**src/rtl/ball_motion_if.sv**
```systemverilog
// Ball controller bus: game tick and collision flags in, ball state out.
interface ball_motion_if #(
   parameter int BIT_WIDTH = 10
);
   logic                 tick;
   logic                 ballTouchingPaddle;
   logic                 ballTouchingFloor;
   logic [BIT_WIDTH-1:0] ballX;
   logic [BIT_WIDTH-1:0] ballY;
   logic                 ballDirX;
   logic                 ballDirY;
   logic                 ballActive;
   logic                 missPulse;

   modport master (
      input  tick, ballTouchingPaddle, ballTouchingFloor,
      output ballX, ballY, ballDirX, ballDirY, ballActive, missPulse
   );

   modport slave (
      output tick, ballTouchingPaddle, ballTouchingFloor,
      input  ballX, ballY, ballDirX, ballDirY, ballActive, missPulse
   );
endinterface

```
**src/rtl/ball_motion.sv**
```systemverilog
// Ball position/direction controller: serve delay, one-pixel steps, wall/ceiling/paddle
// reflection and floor-miss re-serve, all paced by the game tick.
module ball_motion #(
   parameter int BIT_WIDTH   = 10,
   parameter int BALL_RADIUS = 4,
   parameter int CEILING_Y   = 460,
   parameter int LEFT_X      = 8,
   parameter int RIGHT_X     = 632,
   parameter int START_X     = 320,
   parameter int START_Y     = 240,
   parameter int STEP_TICKS  = 2,
   parameter int SERVE_TICKS = 3
) (
   input  logic             clk,
   input  logic             reset,
   ball_motion_if.master    bus
);

   localparam int SCW = (SERVE_TICKS > 1) ? $clog2(SERVE_TICKS) : 1;
   localparam int TCW = (STEP_TICKS > 1) ? $clog2(STEP_TICKS) : 1;

   localparam logic [SCW-1:0]       SERVE_LAST = SCW'(SERVE_TICKS - 1);
   localparam logic [TCW-1:0]       STEP_LAST  = TCW'(STEP_TICKS - 1);
   localparam logic [BIT_WIDTH-1:0] X_START    = BIT_WIDTH'(START_X);
   localparam logic [BIT_WIDTH-1:0] Y_START    = BIT_WIDTH'(START_Y);
   localparam logic [BIT_WIDTH-1:0] X_LEFT     = BIT_WIDTH'(LEFT_X);
   localparam logic [BIT_WIDTH-1:0] X_RIGHT    = BIT_WIDTH'(RIGHT_X);
   localparam logic [BIT_WIDTH:0]   RADIUS_EXT = (BIT_WIDTH + 1)'(BALL_RADIUS);
   localparam logic [BIT_WIDTH:0]   CEIL_EXT   = (BIT_WIDTH + 1)'(CEILING_Y);

   typedef enum logic [1:0] {SERVE, MOVE, MISS} state_t;

   state_t               state, state_next;
   logic [SCW-1:0]       serve_cnt;
   logic [TCW-1:0]       step_cnt;
   logic                 serve_dir;
   logic [BIT_WIDTH-1:0] ball_x, ball_y;
   logic                 dir_x, dir_y;
   logic                 ball_active, miss_pulse;

   logic                 serve_done, step_now;
   logic                 flip_x, flip_y, dir_x_new, dir_y_new;
   logic [BIT_WIDTH:0]   ball_top;

   assign serve_done = (state == SERVE) && bus.tick && (serve_cnt == SERVE_LAST);
   assign step_now   = (state == MOVE) && bus.tick && (step_cnt == STEP_LAST);

   // Flags and position are sampled before the move; any X condition yields one flip.
   assign flip_x    = bus.ballTouchingPaddle
                    | ((ball_x <= X_LEFT)  && !dir_x)
                    | ((ball_x >= X_RIGHT) &&  dir_x);
   assign ball_top  = {1'b0, ball_y} + RADIUS_EXT;
   assign flip_y    = (ball_top >= CEIL_EXT) && dir_y;
   assign dir_x_new = dir_x ^ flip_x;
   assign dir_y_new = dir_y ^ flip_y;

   always_ff @(posedge clk) begin
      if (reset) state <= SERVE;
      else       state <= state_next;
   end

   always_comb begin
      state_next = state;
      unique case (state)
         SERVE:   if (serve_done) state_next = MOVE;
         MOVE:    if (step_now && bus.ballTouchingFloor) state_next = MISS;
         MISS:    state_next = SERVE;
         default: state_next = SERVE;
      endcase
   end

   always_comb begin
      ball_active = (state == MOVE);
      miss_pulse  = (state == MISS);
   end

   always_ff @(posedge clk) begin
      if (reset) begin
         ball_x    <= X_START;
         ball_y    <= Y_START;
         dir_x     <= 1'b1;
         dir_y     <= 1'b1;
         serve_dir <= 1'b1;
         serve_cnt <= '0;
         step_cnt  <= '0;
      end else begin
         unique case (state)
            SERVE: begin
               if (bus.tick) begin
                  if (serve_cnt == SERVE_LAST) begin
                     serve_cnt <= '0;
                     step_cnt  <= '0;
                  end else begin
                     serve_cnt <= serve_cnt + 1'b1;
                  end
               end
            end
            MOVE: begin
               if (bus.tick) begin
                  if (step_cnt != STEP_LAST) begin
                     step_cnt <= step_cnt + 1'b1;
                  end else begin
                     step_cnt <= '0;
                     if (!bus.ballTouchingFloor) begin
                        dir_x  <= dir_x_new;
                        dir_y  <= dir_y_new;
                        ball_x <= dir_x_new ? ball_x + 1'b1 : ball_x - 1'b1;
                        ball_y <= dir_y_new ? ball_y + 1'b1 : ball_y - 1'b1;
                     end
                  end
               end
            end
            MISS: begin
               ball_x    <= X_START;
               ball_y    <= Y_START;
               dir_x     <= ~serve_dir;
               serve_dir <= ~serve_dir;
               dir_y     <= 1'b1;
               serve_cnt <= '0;
               step_cnt  <= '0;
            end
            default: begin
               serve_cnt <= '0;
               step_cnt  <= '0;
            end
         endcase
      end
   end

   assign bus.ballX      = ball_x;
   assign bus.ballY      = ball_y;
   assign bus.ballDirX   = dir_x;
   assign bus.ballDirY   = dir_y;
   assign bus.ballActive = ball_active;
   assign bus.missPulse  = miss_pulse;

endmodule

```
**src/flat_wrapper.sv**
```systemverilog
// flat-port wrapper written by rule: the top's interface ports become plain ports
module ball_motion_flat 
#(
   parameter int BIT_WIDTH   = 10,
   parameter int BALL_RADIUS = 4,
   parameter int CEILING_Y   = 460,
   parameter int LEFT_X      = 8,
   parameter int RIGHT_X     = 632,
   parameter int START_X     = 320,
   parameter int START_Y     = 240,
   parameter int STEP_TICKS  = 2,
   parameter int SERVE_TICKS = 3
)
  (clk, reset, bus_tick, bus_ballTouchingPaddle, bus_ballTouchingFloor, bus_ballX, bus_ballY, bus_ballDirX, bus_ballDirY, bus_ballActive, bus_missPulse);
  ball_motion_if #(.BIT_WIDTH(BIT_WIDTH)) bus_i ();
  input  logic clk;
  input  logic reset;
  input wire logic [$bits(bus_i.tick)-1:0] bus_tick;
  input wire logic [$bits(bus_i.ballTouchingPaddle)-1:0] bus_ballTouchingPaddle;
  input wire logic [$bits(bus_i.ballTouchingFloor)-1:0] bus_ballTouchingFloor;
  output wire logic [$bits(bus_i.ballX)-1:0] bus_ballX;
  output wire logic [$bits(bus_i.ballY)-1:0] bus_ballY;
  output wire logic [$bits(bus_i.ballDirX)-1:0] bus_ballDirX;
  output wire logic [$bits(bus_i.ballDirY)-1:0] bus_ballDirY;
  output wire logic [$bits(bus_i.ballActive)-1:0] bus_ballActive;
  output wire logic [$bits(bus_i.missPulse)-1:0] bus_missPulse;
  assign bus_i.tick = bus_tick;
  assign bus_i.ballTouchingPaddle = bus_ballTouchingPaddle;
  assign bus_i.ballTouchingFloor = bus_ballTouchingFloor;
  assign bus_ballX = bus_i.ballX;
  assign bus_ballY = bus_i.ballY;
  assign bus_ballDirX = bus_i.ballDirX;
  assign bus_ballDirY = bus_i.ballDirY;
  assign bus_ballActive = bus_i.ballActive;
  assign bus_missPulse = bus_i.missPulse;
  ball_motion #(.BIT_WIDTH(BIT_WIDTH), .BALL_RADIUS(BALL_RADIUS), .CEILING_Y(CEILING_Y), .LEFT_X(LEFT_X), .RIGHT_X(RIGHT_X), .START_X(START_X), .START_Y(START_Y), .STEP_TICKS(STEP_TICKS), .SERVE_TICKS(SERVE_TICKS)) u_core (.clk(clk), .reset(reset), .bus(bus_i));
endmodule
```
**config.mk**
```make
export PLATFORM = sky130hd
export DESIGN_NAME = ball_motion_flat
export DESIGN_NICKNAME = d
export VERILOG_FILES = /design/src/rtl/ball_motion_if.sv /design/src/rtl/ball_motion.sv /design/src/flat_wrapper.sv
export SDC_FILE = /design/constraint.sdc
export NUM_CORES = 1
export LEC_CHECK = 0
export CELL_PAD_IN_SITES_DETAIL_PLACEMENT = 0
export CELL_PAD_IN_SITES_GLOBAL_PLACEMENT = 2
export CORE_UTILIZATION = 34
export CTS_CLUSTER_DIAMETER = 200
export DETAILED_ROUTE_END_ITERATION = 8
export PLACE_DENSITY_LB_ADDON = 0.1
export SETUP_SLACK_MARGIN = 0.4
export SLEW_MARGIN = 20
export SYNTH_ARGS = -nofsm -noshare
export SYNTH_HDL_FRONTEND = slang
export SYNTH_SLANG_ARGS = --single-unit
```
**constraint.sdc**
```tcl
create_clock -name clk -period 8.65 [get_ports clk]
set_input_delay 1.73 -clock clk [delete_from_list [all_inputs] [get_ports clk]]
set_output_delay 1.73 -clock clk [all_outputs]
set_load 0.02 [all_outputs]
```
==> results.md <==
- Status: finished clean
- Starting Density: 35.5%
- Pwr dens: 92.8 nW/µm²
- CP Max Fanout: 11
- Unique masters post-synth: 51
- # IOs: 29
- Synth Net Count: 267
- Post-synthesis instance area: 1980 µm²
- NumNets Final: 288
- Vias in the first global route: 1612
- Root buffer cell: clkbuf_8
- FF-to-FF Start: u_core.bus.ballY[3]$_SDFFE_PP0P_
- DRT iter0 DRCs: 76
- Sequential-to-total area share from yosys stat: 28.3%
- Area of the die: 6130 µm²
- Number of routed nets with antenna violations: 0
- Largest net degree at the start of global routing: 37
- Critical Path AT: 4.56 ns
- Final hold viol count: 0
- Post-CTS setup buffer count: 0
- Site Rows: 27
- Max VDD drop: 0.0695 mV
- EDFF count, synth: 0
- Clock Path Buffers: 2
- Crit path time final: 4.42 ns
- Latest clock arrival within the worst-skew pair: 0.27 ns
- Pleak: 0.929 nW
- WL final: 4770 µm
- Cell accounting for the most synthesized area: dfxtp_1
- Fmax: 226 MHz
- CTS Buf Count: 3
- DRT Pass-1 Iters: 5
- Post-DP HPWL: 3460 µm
- Share of cells above drive strength 1: 4.10%
- Async SR Flop Fraction: 0%
- Hold Buf Count CTS: 0
- R2r worst-path depth: 14
- Finished Layout Cells: 340
- CP endpoint: u_core.bus.ballX[8]$_SDFFE_PP1P_
- Post-CTS resize count: 0
- Warnings from Yosys: 0
- RSZ-0062 raised after global routing: false
- Synth Register Bits: 28
- Die W: 78.3 µm
- Primary FF master, synth: dfxtp_1
- Antenna diodes: 0
- Clock skew: 0.00528 ns
- Max H-tree Level: 1
- P&R area growth vs syn: 17.6%
- Worst hold slack: 0.502 ns
- Slew margin rel.: 46.4%
- CP startpoint: bus_ballTouchingPaddle
- Final period util: 51.1%
- Max-slew violation count: 0
- First-pass GRT wire length: 8050 µm
- Initial antenna violation count: 0
- Gr ovfl total: 0
- HP Start: u_core.serve_dir$_SDFFE_PP1P_
- Crit. End Element: register
- CTS tree: yes
- CP Launch Type: input port
- Die Y: 78.3 µm
- Core area: 5570 µm²
- Top Metal Used: met4
- Mapped Cells: 249
- DRC errors left: 0
- Reg-to-reg slack, setup: 5.19 ns
- Power, Total: 216 µW
- R2r endpoint: u_core.bus.ballY[8]$_SDFFE_PP0P_
- Final Setup Violations: 0
- Max_cap viols: 0
- Met3 WL: 132 µm
- Clock slew at reported path FFs: 0.10 ns
- Average wire per standard cell: 14.0 µm
- Met2 Routed Length: 2080 µm
- WL met1: 2510 µm
- CP Data Required Time: 8.79 ns
- Critical path type: in2reg
- Cells after DPL: 337
- Setup TNS: 0 ns
- GR Util All Layers: 16.3%
- Worst Tran Pin Value: 0.801 ns
- Via count: 1822
- Worst min path class: reg2reg
- Gpl congestion: 0.760
- Top-area cell type share of the netlist area: 28.3%
- I/O Buffers: 28
- Clock sink count: 28
- Top cells by area, synth: dfxtp_1, ha_1, nor2_1
- Drt via density: 5.36
- Syn_area_per_cell: 7.95 µm²
Yosys cell counts (2+ instances only):
| library cell | number |
|---|---|
| a211oi_1 | 2 |
| a21o_1 | 6 |
| a21oi_1 | 14 |
| a22o_1 | 3 |
| a31oi_1 | 4 |
| a32o_1 | 3 |
| and3_1 | 4 |
| buf_2 | 5 |
| buf_6 | 2 |
| clkbuf_1 | 6 |
| dfxtp_1 | 28 |
| ha_1 | 12 |
| inv_1 | 10 |
| mux2i_1 | 8 |
| nand2_1 | 21 |
| nand2_2 | 2 |
| nand2b_1 | 4 |
| nand3_1 | 6 |
| nand4_1 | 2 |
| nor2_1 | 29 |
| nor2b_1 | 6 |
| nor3_1 | 10 |
| nor3_2 | 2 |
| nor3b_1 | 2 |
| nor4_1 | 6 |
| o2111ai_1 | 2 |
| o211ai_1 | 5 |
| o21a_1 | 2 |
| o21ai_0 | 4 |
| o21bai_1 | 3 |
| o31ai_1 | 3 |
| or3_1 | 3 |
| or4_1 | 2 |
| xnor2_1 | 6 |
| xor2_1 | 6 |
layer usage:
layer | GRT usage [%] | vias to the layer above
li1 | - | 947
met1 | 23.6 | 838
met2 | 24.9 | 31
met3 | 3.02 | 6
met4 | 3.33 | 0
met5 | 0 | -
report_power, final:
part | total, mW | internal, mW | switching, mW
logic | 0.0147 | 0.00684 | 0.00781
clock network | 0.0710 | 0.0313 | 0.0397
registers | 0.130 | 0.130 | 0.000799
registers in the layout (all words and copies together) (netlist names):
name / cells
u_core.bus.ballX: 10
u_core.bus.ballY: 10
u_core.serve_cnt: 2
u_core.state: 2
u_core.bus.ballDirX: 1
u_core.bus.ballDirY: 1
u_core.serve_dir: 1
u_core.step_cnt: 1
worst min path at each step:
stage                                            end  slack [ns]  cells after the start
global route           u_core.serve_dir$_SDFFE_PP1P_        0.53                      2
finish              u_core.bus.ballDirX$_SDFFE_PP1P_        0.50                      2
global placement    u_core.serve_cnt[0]$_SDFFE_PP0P_        0.48                      2
floorplan           u_core.serve_cnt[0]$_SDFFE_PP0P_        0.46                      2
CTS                 u_core.serve_cnt[0]$_SDFFE_PP0P_        0.51                      2
detailed placement     u_core.serve_dir$_SDFFE_PP1P_        0.49                      2
layout make-up:
cell class | count | area, µm²
Fill cell | 614 | 3250
Timing Repair Buffer | 29 | 288
Sequential cell | 28 | 561
Inverter | 10 | 37.5
Multi-Input combinational cell | 198 | 1310
Clock buffer | 3 | 41.3
Tap cell | 72 | 90.1
layout by cell type (no fill, tap or decap), drive strengths merged, types with 2 or more instances in the layout:
master,count
nor3b,2
o21ai,5
or4,2
clkdlybuf4s50,28
nand2b,4
nor3,12
ha,12
inv,10
o21a,2
o211ai,5
xor2,6
a21boi,2
a32o,3
a22o,3
o21bai,3
nor4,6
xnor2,6
dfxtp,28
o2111ai,2
a211oi,2
or3,3
a21oi,15
nor2b,6
clkbuf,3
nand4,2
and3,4
a21o,6
nand3,6
mux2i,8
nand2,23
a31oi,4
o31ai,4
nor2,30
worst max-delay path: stages:
cell	delay [ns]
clkdlybuf4s50_1	0.43
a41oi_1	0.21
nor2_2	0.07
a21oi_2	0.55
xor2_1	0.14
ha_1	0.26
nor2_1	0.13
nand2_1	0.07
or4_1	0.39
a211oi_1	0.23
mux2i_1	0.12
xor2_1	0.16
nand2_1	0.06
through the flow:
stage | setup slack [ns] | utilization, % | instance area, µm²
2_1_floorplan | 4.89 | - | 1980
3_3_place_gp | 3.99 | 41.0 | 2290
3_5_place_dp | 3.96 | 41.0 | 2290
4_1_cts | 4.25 | 41.8 | 2330
5_1_grt | 4.04 | 41.8 | 2330
6_report | 4.23 | 41.8 | 2330
cell families after synthesis:
logic type | after synthesis | share of synthesized area [%]
mux | 8 | 4.05
flops | 28 | 28.3
buf+inv | 23 | 5.44
xor+xnor | 12 | 5.31
compound gates | 63 | 22.7
simple gates | 102 | 25.6
fa+ha+maj | 13 | 8.60
Power figures use the tool's default switching activity.
